## src/rtl/requant_pipe.sv

```systemverilog
// Six-stage per-channel requantizer: int32 accumulator -> scaled, rounded, offset and
// clamped OUT_W-bit activation, one result per cycle.
module requant_pipe #(
    parameter int CH      = 16,
    parameter int OUT_W   = 8,
    parameter int SHIFT_W = 6
) (
    input  logic                  clk,
    input  logic                  rst,
    input  logic                  cfg_we,
    input  logic [$clog2(CH)-1:0] cfg_ch,
    input  logic [31:0]           cfg_mult,
    input  logic [SHIFT_W-1:0]    cfg_shift,
    input  logic [31:0]           out_zp,
    input  logic [OUT_W-1:0]      act_min,
    input  logic [OUT_W-1:0]      act_max,
    input  logic                  in_valid,
    output logic                  in_ready,
    input  logic [31:0]           in_x,
    input  logic [$clog2(CH)-1:0] in_ch,
    output logic                  out_valid,
    input  logic                  out_ready,
    output logic [OUT_W-1:0]      out_data,
    output logic                  busy
);
    localparam logic [31:0] MULT_RESET = 32'h4000_0000;
    localparam logic [31:0] MIN_Q31    = 32'h8000_0000;

    logic [31:0]        r_mult  [CH];
    logic [SHIFT_W-1:0] r_shift [CH];

    // Table writes land at the edge; the S0 read in the same cycle sees the old entry.
    always_ff @(posedge clk) begin
        if (rst) begin
            for (int i = 0; i < CH; i++) begin
                r_mult[i]  <= MULT_RESET;
                r_shift[i] <= '0;
            end
        end else if (cfg_we) begin
            r_mult[cfg_ch]  <= cfg_mult;
            r_shift[cfg_ch] <= cfg_shift;
        end
    end

    // Handshake: a word moves in on in_valid && in_ready and out on out_valid && out_ready.
    // The whole pipe advances together only while the output slot is empty or draining.
    logic w_adv;
    assign w_adv    = !out_valid || out_ready;
    assign in_ready = w_adv;

    logic r_v0, r_v1, r_v2, r_v3, r_v4, r_v5;

    always_ff @(posedge clk) begin
        if (rst) begin
            r_v0 <= 1'b0;
            r_v1 <= 1'b0;
            r_v2 <= 1'b0;
            r_v3 <= 1'b0;
            r_v4 <= 1'b0;
            r_v5 <= 1'b0;
        end else if (w_adv) begin
            r_v0 <= in_valid;
            r_v1 <= r_v0;
            r_v2 <= r_v1;
            r_v3 <= r_v2;
            r_v4 <= r_v3;
            r_v5 <= r_v4;
        end
    end

    assign out_valid = r_v5;
    assign busy      = r_v0 | r_v1 | r_v2 | r_v3 | r_v4 | r_v5;

    logic [31:0]        r_x0, r_m0;
    logic [SHIFT_W-1:0] r_sh0;
    logic [31:0]        r_a1, r_m1;
    logic [4:0]         r_rs1, r_rs2, r_rs3;
    logic signed [63:0] r_ab2;
    logic               r_ovf2;
    logic [31:0]        r_h3, r_q4;
    logic [OUT_W-1:0]   r_out;

    // S1: split the signed shift into a left part and a right part, each capped at 31.
    logic signed [31:0] w_sh_ext, w_neg;
    logic [4:0]         w_ls, w_rs;
    logic [31:0]        w_a;
    assign w_sh_ext = {{(32-SHIFT_W){r_sh0[SHIFT_W-1]}}, r_sh0};
    assign w_neg    = -w_sh_ext;
    assign w_ls     = (w_sh_ext <= 32'sd0) ? 5'd0 : ((w_sh_ext > 32'sd31) ? 5'd31 : w_sh_ext[4:0]);
    assign w_rs     = (w_sh_ext >= 32'sd0) ? 5'd0 : ((w_neg > 32'sd31) ? 5'd31 : w_neg[4:0]);
    assign w_a      = r_x0 << w_ls;

    // S2: full signed product of the shifted value and the Q31 multiplier.
    logic signed [63:0] w_a64, w_m64, w_ab;
    assign w_a64 = {{32{r_a1[31]}}, r_a1};
    assign w_m64 = {{32{r_m1[31]}}, r_m1};
    assign w_ab  = w_a64 * w_m64;

    // S3: doubling high-mul; floor shift plus a correction gives truncation toward zero.
    logic signed [63:0] w_nudge, w_sum, w_shr, w_tdiv;
    logic [31:0]        w_h;
    assign w_nudge = r_ab2[63] ? (64'sd1 - 64'sd1073741824) : 64'sd1073741824;
    assign w_sum   = r_ab2 + w_nudge;
    assign w_shr   = w_sum >>> 31;
    assign w_tdiv  = w_shr + ((w_sum[63] && (w_sum[30:0] != 31'd0)) ? 64'sd1 : 64'sd0);
    assign w_h     = r_ovf2 ? 32'h7FFF_FFFF : w_tdiv[31:0];

    // S4: rounding divide by 2^rs, ties away from zero.
    logic [31:0] w_mask, w_rem, w_thr, w_hsr, w_q;
    assign w_mask = (32'd1 << r_rs3) - 32'd1;
    assign w_rem  = r_h3 & w_mask;
    assign w_thr  = (w_mask >> 1) + {31'd0, r_h3[31]};
    assign w_hsr  = $signed(r_h3) >>> r_rs3;
    assign w_q    = w_hsr + {31'd0, (w_rem > w_thr)};

    // S5: 33-bit zero-point add so the clamp sees the true sum.
    logic signed [32:0] w_s, w_lo, w_hi;
    logic [OUT_W-1:0]   w_clamp;
    assign w_s  = {r_q4[31], r_q4} + {out_zp[31], out_zp};
    assign w_lo = {{(33-OUT_W){act_min[OUT_W-1]}}, act_min};
    assign w_hi = {{(33-OUT_W){act_max[OUT_W-1]}}, act_max};

    always_comb begin
        w_clamp = w_s[OUT_W-1:0];
        if (w_s < w_lo) begin
            w_clamp = act_min;
        end else if (w_s > w_hi) begin
            w_clamp = act_max;
        end
    end

    logic w_unused;
    assign w_unused = ^{w_tdiv[63:32], w_s[32:OUT_W]};

    always_ff @(posedge clk) begin
        if (w_adv) begin
            if (in_valid) begin
                r_x0  <= in_x;
                r_m0  <= r_mult[in_ch];
                r_sh0 <= r_shift[in_ch];
            end
            if (r_v0) begin
                r_a1  <= w_a;
                r_m1  <= r_m0;
                r_rs1 <= w_rs;
            end
            if (r_v1) begin
                r_ab2  <= w_ab;
                r_ovf2 <= (r_a1 == MIN_Q31) && (r_m1 == MIN_Q31);
                r_rs2  <= r_rs1;
            end
            if (r_v2) begin
                r_h3  <= w_h;
                r_rs3 <= r_rs2;
            end
            if (r_v3) begin
                r_q4 <= w_q;
            end
        end
    end

    always_ff @(posedge clk) begin
        if (rst) begin
            r_out <= '0;
        end else if (w_adv && r_v4) begin
            r_out <= w_clamp;
        end
    end

    assign out_data = r_out;

endmodule

```

## config.mk

```make
export PLATFORM = sky130hd
export DESIGN_NAME = requant_pipe
export DESIGN_NICKNAME = d
export VERILOG_FILES = /design/src/rtl/requant_pipe.sv
export SDC_FILE = /design/constraint.sdc
export NUM_CORES = 2
export LEC_CHECK = 0
export CAP_MARGIN = 15
export CELL_PAD_IN_SITES_DETAIL_PLACEMENT = 1
export CELL_PAD_IN_SITES_GLOBAL_PLACEMENT = 1
export CORE_UTILIZATION = 24
export CTS_CLUSTER_SIZE = 14
export DETAILED_ROUTE_END_ITERATION = 12
export GPL_ROUTABILITY_DRIVEN = 0
export PLACE_DENSITY_LB_ADDON = 0.1
export SLEW_MARGIN = 15
export SYNTH_ARGS = -nofsm -noshare
export SYNTH_HDL_FRONTEND = slang
export SYNTH_SLANG_ARGS = --single-unit
```

## constraint.sdc

```tcl
create_clock -name clk -period 17.7 [get_ports clk]
set_input_delay 4.425 -clock clk [delete_from_list [all_inputs] [get_ports clk]]
set_output_delay 4.425 -clock clk [all_outputs]
set_load 0.02 [all_outputs]
```

==> reports/results.txt <==
Status: finished clean
Fin nets: 9094
Post-Route Skew: 0.100 ns
Worst r2r src: r_rs3[3]
Maximum fanout along the worst path: 9
Die area: 355000 µm²
Slew margin rel.: 28.8%
Post-synthesis register bit count: 900
Worst Setup Path Type: primary input to flip-flop
Max-slew violation count: 0
Initial antenna violation count: 32
M3 GR Usage: 1.53%
Hold depth: 0
Yosys synthesis warning count: 0
Busiest grt layer: met2
Die Y: 596 µm
Setup slack, reg-to-reg: 7.47 ns
Clk_lat worst skew: 0.89 ns
GR Util met2: 31.2%
Largest net degree at the start of global routing: 91
DR vias: 55800
Max-Cap Viols: 0
Pre-CTS setup slack: 5.91 ns
Total grt overflow: 0
Hold endpoint: r_m1[0]
Worst R2R Path Depth: 32
# setup viols final: 0
CTS Hold Bufs: 0
Worst-Margin Slew: 1.06 ns
Crit path cell chain: clkdlybuf4s50_1 > ha_1 > a21o_1 > a21o_1 > a2111oi_0 > nor3_1 > o21ai_0 > o21ai_0 > a311oi_1 > o211ai_1 > a31o_2 > a21oi_1 > xnor2_1 > ha_1 > nand4_1 > nor4_1 > nand4_1 > a31oi_1 > nor4b_1 > nand3_1 > a21oi_1 > or2_2 > nor4_1 > a221o_1
Startpoint types: primary input
Synthesized area: 84600 µm²
DRT Wirelength: 309 mm
Final worst slack: 6.79 ns
Vias in the first global route: 63200
Io pins: 142
Fill count: 38600
Distinct cell type count after synthesis: 103
Core area: 350000 µm²
Yosys top cell area share: 31.4%
Initial drt markers: 2758
Setup Buffers After CTS: 0
Top cells by area, synth: edfxtp_1 (31%), fa_1 (26%), and2_1 (8.5%), mux4_2 (6.2%), ha_1 (5.4%)
Footprint of the multi-input gates: 52300 µm²
Fraction of layout cells with a size suffix above 1: 8.57%
Critical path required time: 18.45 ns
Dpl hpwl: 216 mm
Min-Delay Path Class: flip-flop to flip-flop
# rows: 217
Drt first pass iters: 5
DRC: 0
Critical Path Slowest Stage Cell: a2111oi_0
Syn Inst Count: 7536
Worst setup EP type: flip-flop
Reg-to-reg critical path endpoint: r_q4[31]
All-layer global routing usage: 17.4%
Chip Width: 596 µm
Post-synth ARST share: 0%
Syn_nets: 9114
Fmax achieved: 91.7 MHz
ANT nets after route: 0
Routed wire per std cell: 25.3 µm
TritonCTS clock tree: done
H-tree depth: 3
Post-layout min period: 10.91 ns
Period utilisation layout: 61.6%
Clock sink total: 900
Number of flops mapped to enable cells by yosys: 886
FF/Latch Area: 26900 µm²
Port buffer count: 141
Layout area overhead: 12.4%
Slowest stage delay, CP: 0.80 ns
First-pass GRT wire length: 454 mm
Data arrival, critical path: 11.66 ns
Via density per instance: 4.57
Main synth FF type: edfxtp_1
GR Util met1: 23.0%
Mean Syn Cell Area: 11.2 µm²
Post-synth top area cell: edfxtp_1
RSZ-0062 raised after global routing: no
Cts repair resizes: 0
Root buf cell: clkbuf_16
Final hold violations: 0
Setup TNS: 0 ns
Clock transition at path regs: 0.06 ns
Clock Path Buffers: 4
Starting Density: 24.2%
Seq/Total Area, Yosys: 31.8%
Hold Crit Start: r_m0[0]
CTS Buf Count: 116
-- registers in the layout, summed over array words and instances (netlist names) --
signal and count:
r_mult 512, r_ovf2 1, r_x0 32, r_q4 32, r_v4 1, r_rs3 5, out_data 8, r_ab2 64
r_sh0 6, r_v0 1, r_h3 32, r_m0 32, out_valid 1, r_rs2 5, r_rs1 5, r_shift 96
r_m1 32, r_v1 1, r_a1 32, r_v3 1, r_v2 1
-- layer usage --
metal	routed length, µm	up-vias
met2	156000	760
met3	8600	234
li1	-	24800
met4	4870	14
met1	140000	30000
met5	88	-
-- per-stage QoR --
stage,utilization (%),hold slack [ns],cell area (µm²),cells
3_3_place_gp,26.1,0.402,91300,12000
5_1_grt,27.2,0.387,95000,12200
3_5_place_dp,26.1,0.405,91300,12000
2_1_floorplan,-,0.400,84600,7536
4_1_cts,27.1,0.371,95000,12200
6_report,27.2,0.388,95000,12200
-- layout by cell type, fill, tap and decap left out, types with 16 or more instances in the layout --
master / Yosys / layout
nand3_1: 70 / 70
or2_2: 36 / 36
clkinv_1: 2 / 16
nor4_1: 33 / 33
nor3_1: 53 / 49
clkdlybuf4s50_1: 0 / 137
o21bai_1: 20 / 20
xnor2_1: 126 / 126
edfxtp_1: 886 / 886
inv_1: 1023 / 1020
a31oi_1: 32 / 32
a21oi_1: 199 / 199
and2_1: 1145 / 1144
clkbuf_1: 381 / 26
and3_1: 24 / 24
nor2_1: 215 / 203
clkbuf_16: 0 / 119
mux4_2: 234 / 234
o21ai_0: 141 / 141
o21a_1: 49 / 49
nand4_1: 52 / 52
a21o_1: 97 / 97
or3_1: 28 / 28
mux2i_1: 94 / 94
fa_1: 1083 / 1083
buf_4: 2 / 141
clkinv_2: 0 / 18
xor2_1: 58 / 58
a211oi_1: 21 / 21
nand2_1: 713 / 712
nand2b_1: 43 / 43
nor2b_1: 40 / 40
ha_1: 364 / 364
-- Yosys cell counts, types with 5 or more instances --
master	instances
buf_1	25
edfxtp_1	886
or4_1	7
a221o_1	5
nand3_1	70
ha_1	364
and4_1	13
nor3_1	53
a21oi_1	199
o31a_1	8
nand3b_1	9
nand2_1	713
o21a_1	49
a21boi_0	10
nor3b_1	7
o21bai_1	20
o2111ai_1	6
mux2_2	11
a211oi_1	21
a21o_1	97
o21ai_0	141
mux2i_1	94
or3_1	28
a32oi_1	6
a31oi_1	32
xnor2_1	126
xor2_1	58
and3_1	24
nand2b_1	43
clkbuf_1	381
nand4_1	52
o31ai_1	14
nor4_1	33
a32o_1	5
o22ai_1	8
and2_1	1145
nor2_1	215
o211ai_1	12
mux4_2	234
nor2b_1	40
or2_2	36
buf_2	8
inv_1	1023
dfxtp_1	14
fa_1	1083
-- cell type report --
class | count | share of cell area, %
multi-input cells | 5189 | 55.1
diodes | 13 | 0.0342
well taps | 4599 | 6.05
inverters | 1027 | 4.06
clock buffers | 146 | 3.25
repair buffers | 282 | 2.61
clock inverters | 55 | 0.633
flip-flops and latches | 900 | 28.3
-- critical path, delay by kind of cell --
kind / cells / cell delay (ns)
AOI/OAI and AO/OA: 12 / 3.59
xor gates and xnor gates: 1 / 0.11
and+or+nand+nor: 8 / 2.30
adders and majority gates: 2 / 0.59
buffers and inverters: 1 / 0.63
-- worst max-delay path by stage --
| stage | endpoint | cells after the start | start |
|---|---|---|---|
| floorplan | out_data[1] | 25 | out_zp[0] |
| global route | out_data[1] | 24 | out_zp[1] |
| global placement | out_data[7] | 24 | out_zp[1] |
| detailed placement | out_data[6] | 24 | out_zp[1] |
| CTS | out_data[6] | 24 | out_zp[1] |
| finish | out_data[6] | 24 | out_zp[1] |
-- logic make-up (layout without fill, tap and decap cells) --
logic type	Yosys count	count (layout)	synth area share, %
xor+xnor	187	187	1.98
other cells	2	15	0.00888
compound gates	690	690	5.24
mux	339	339	7.49
buf+inv	1447	1510	6.48
simple gates	2524	2524	16.0
fa+ha+maj	1447	1447	31.0
flops	900	900	31.8
Power is left out: the tool's default activity adds up to more than one toggle a clock period on the data nets, which glitch-free logic cannot reach.
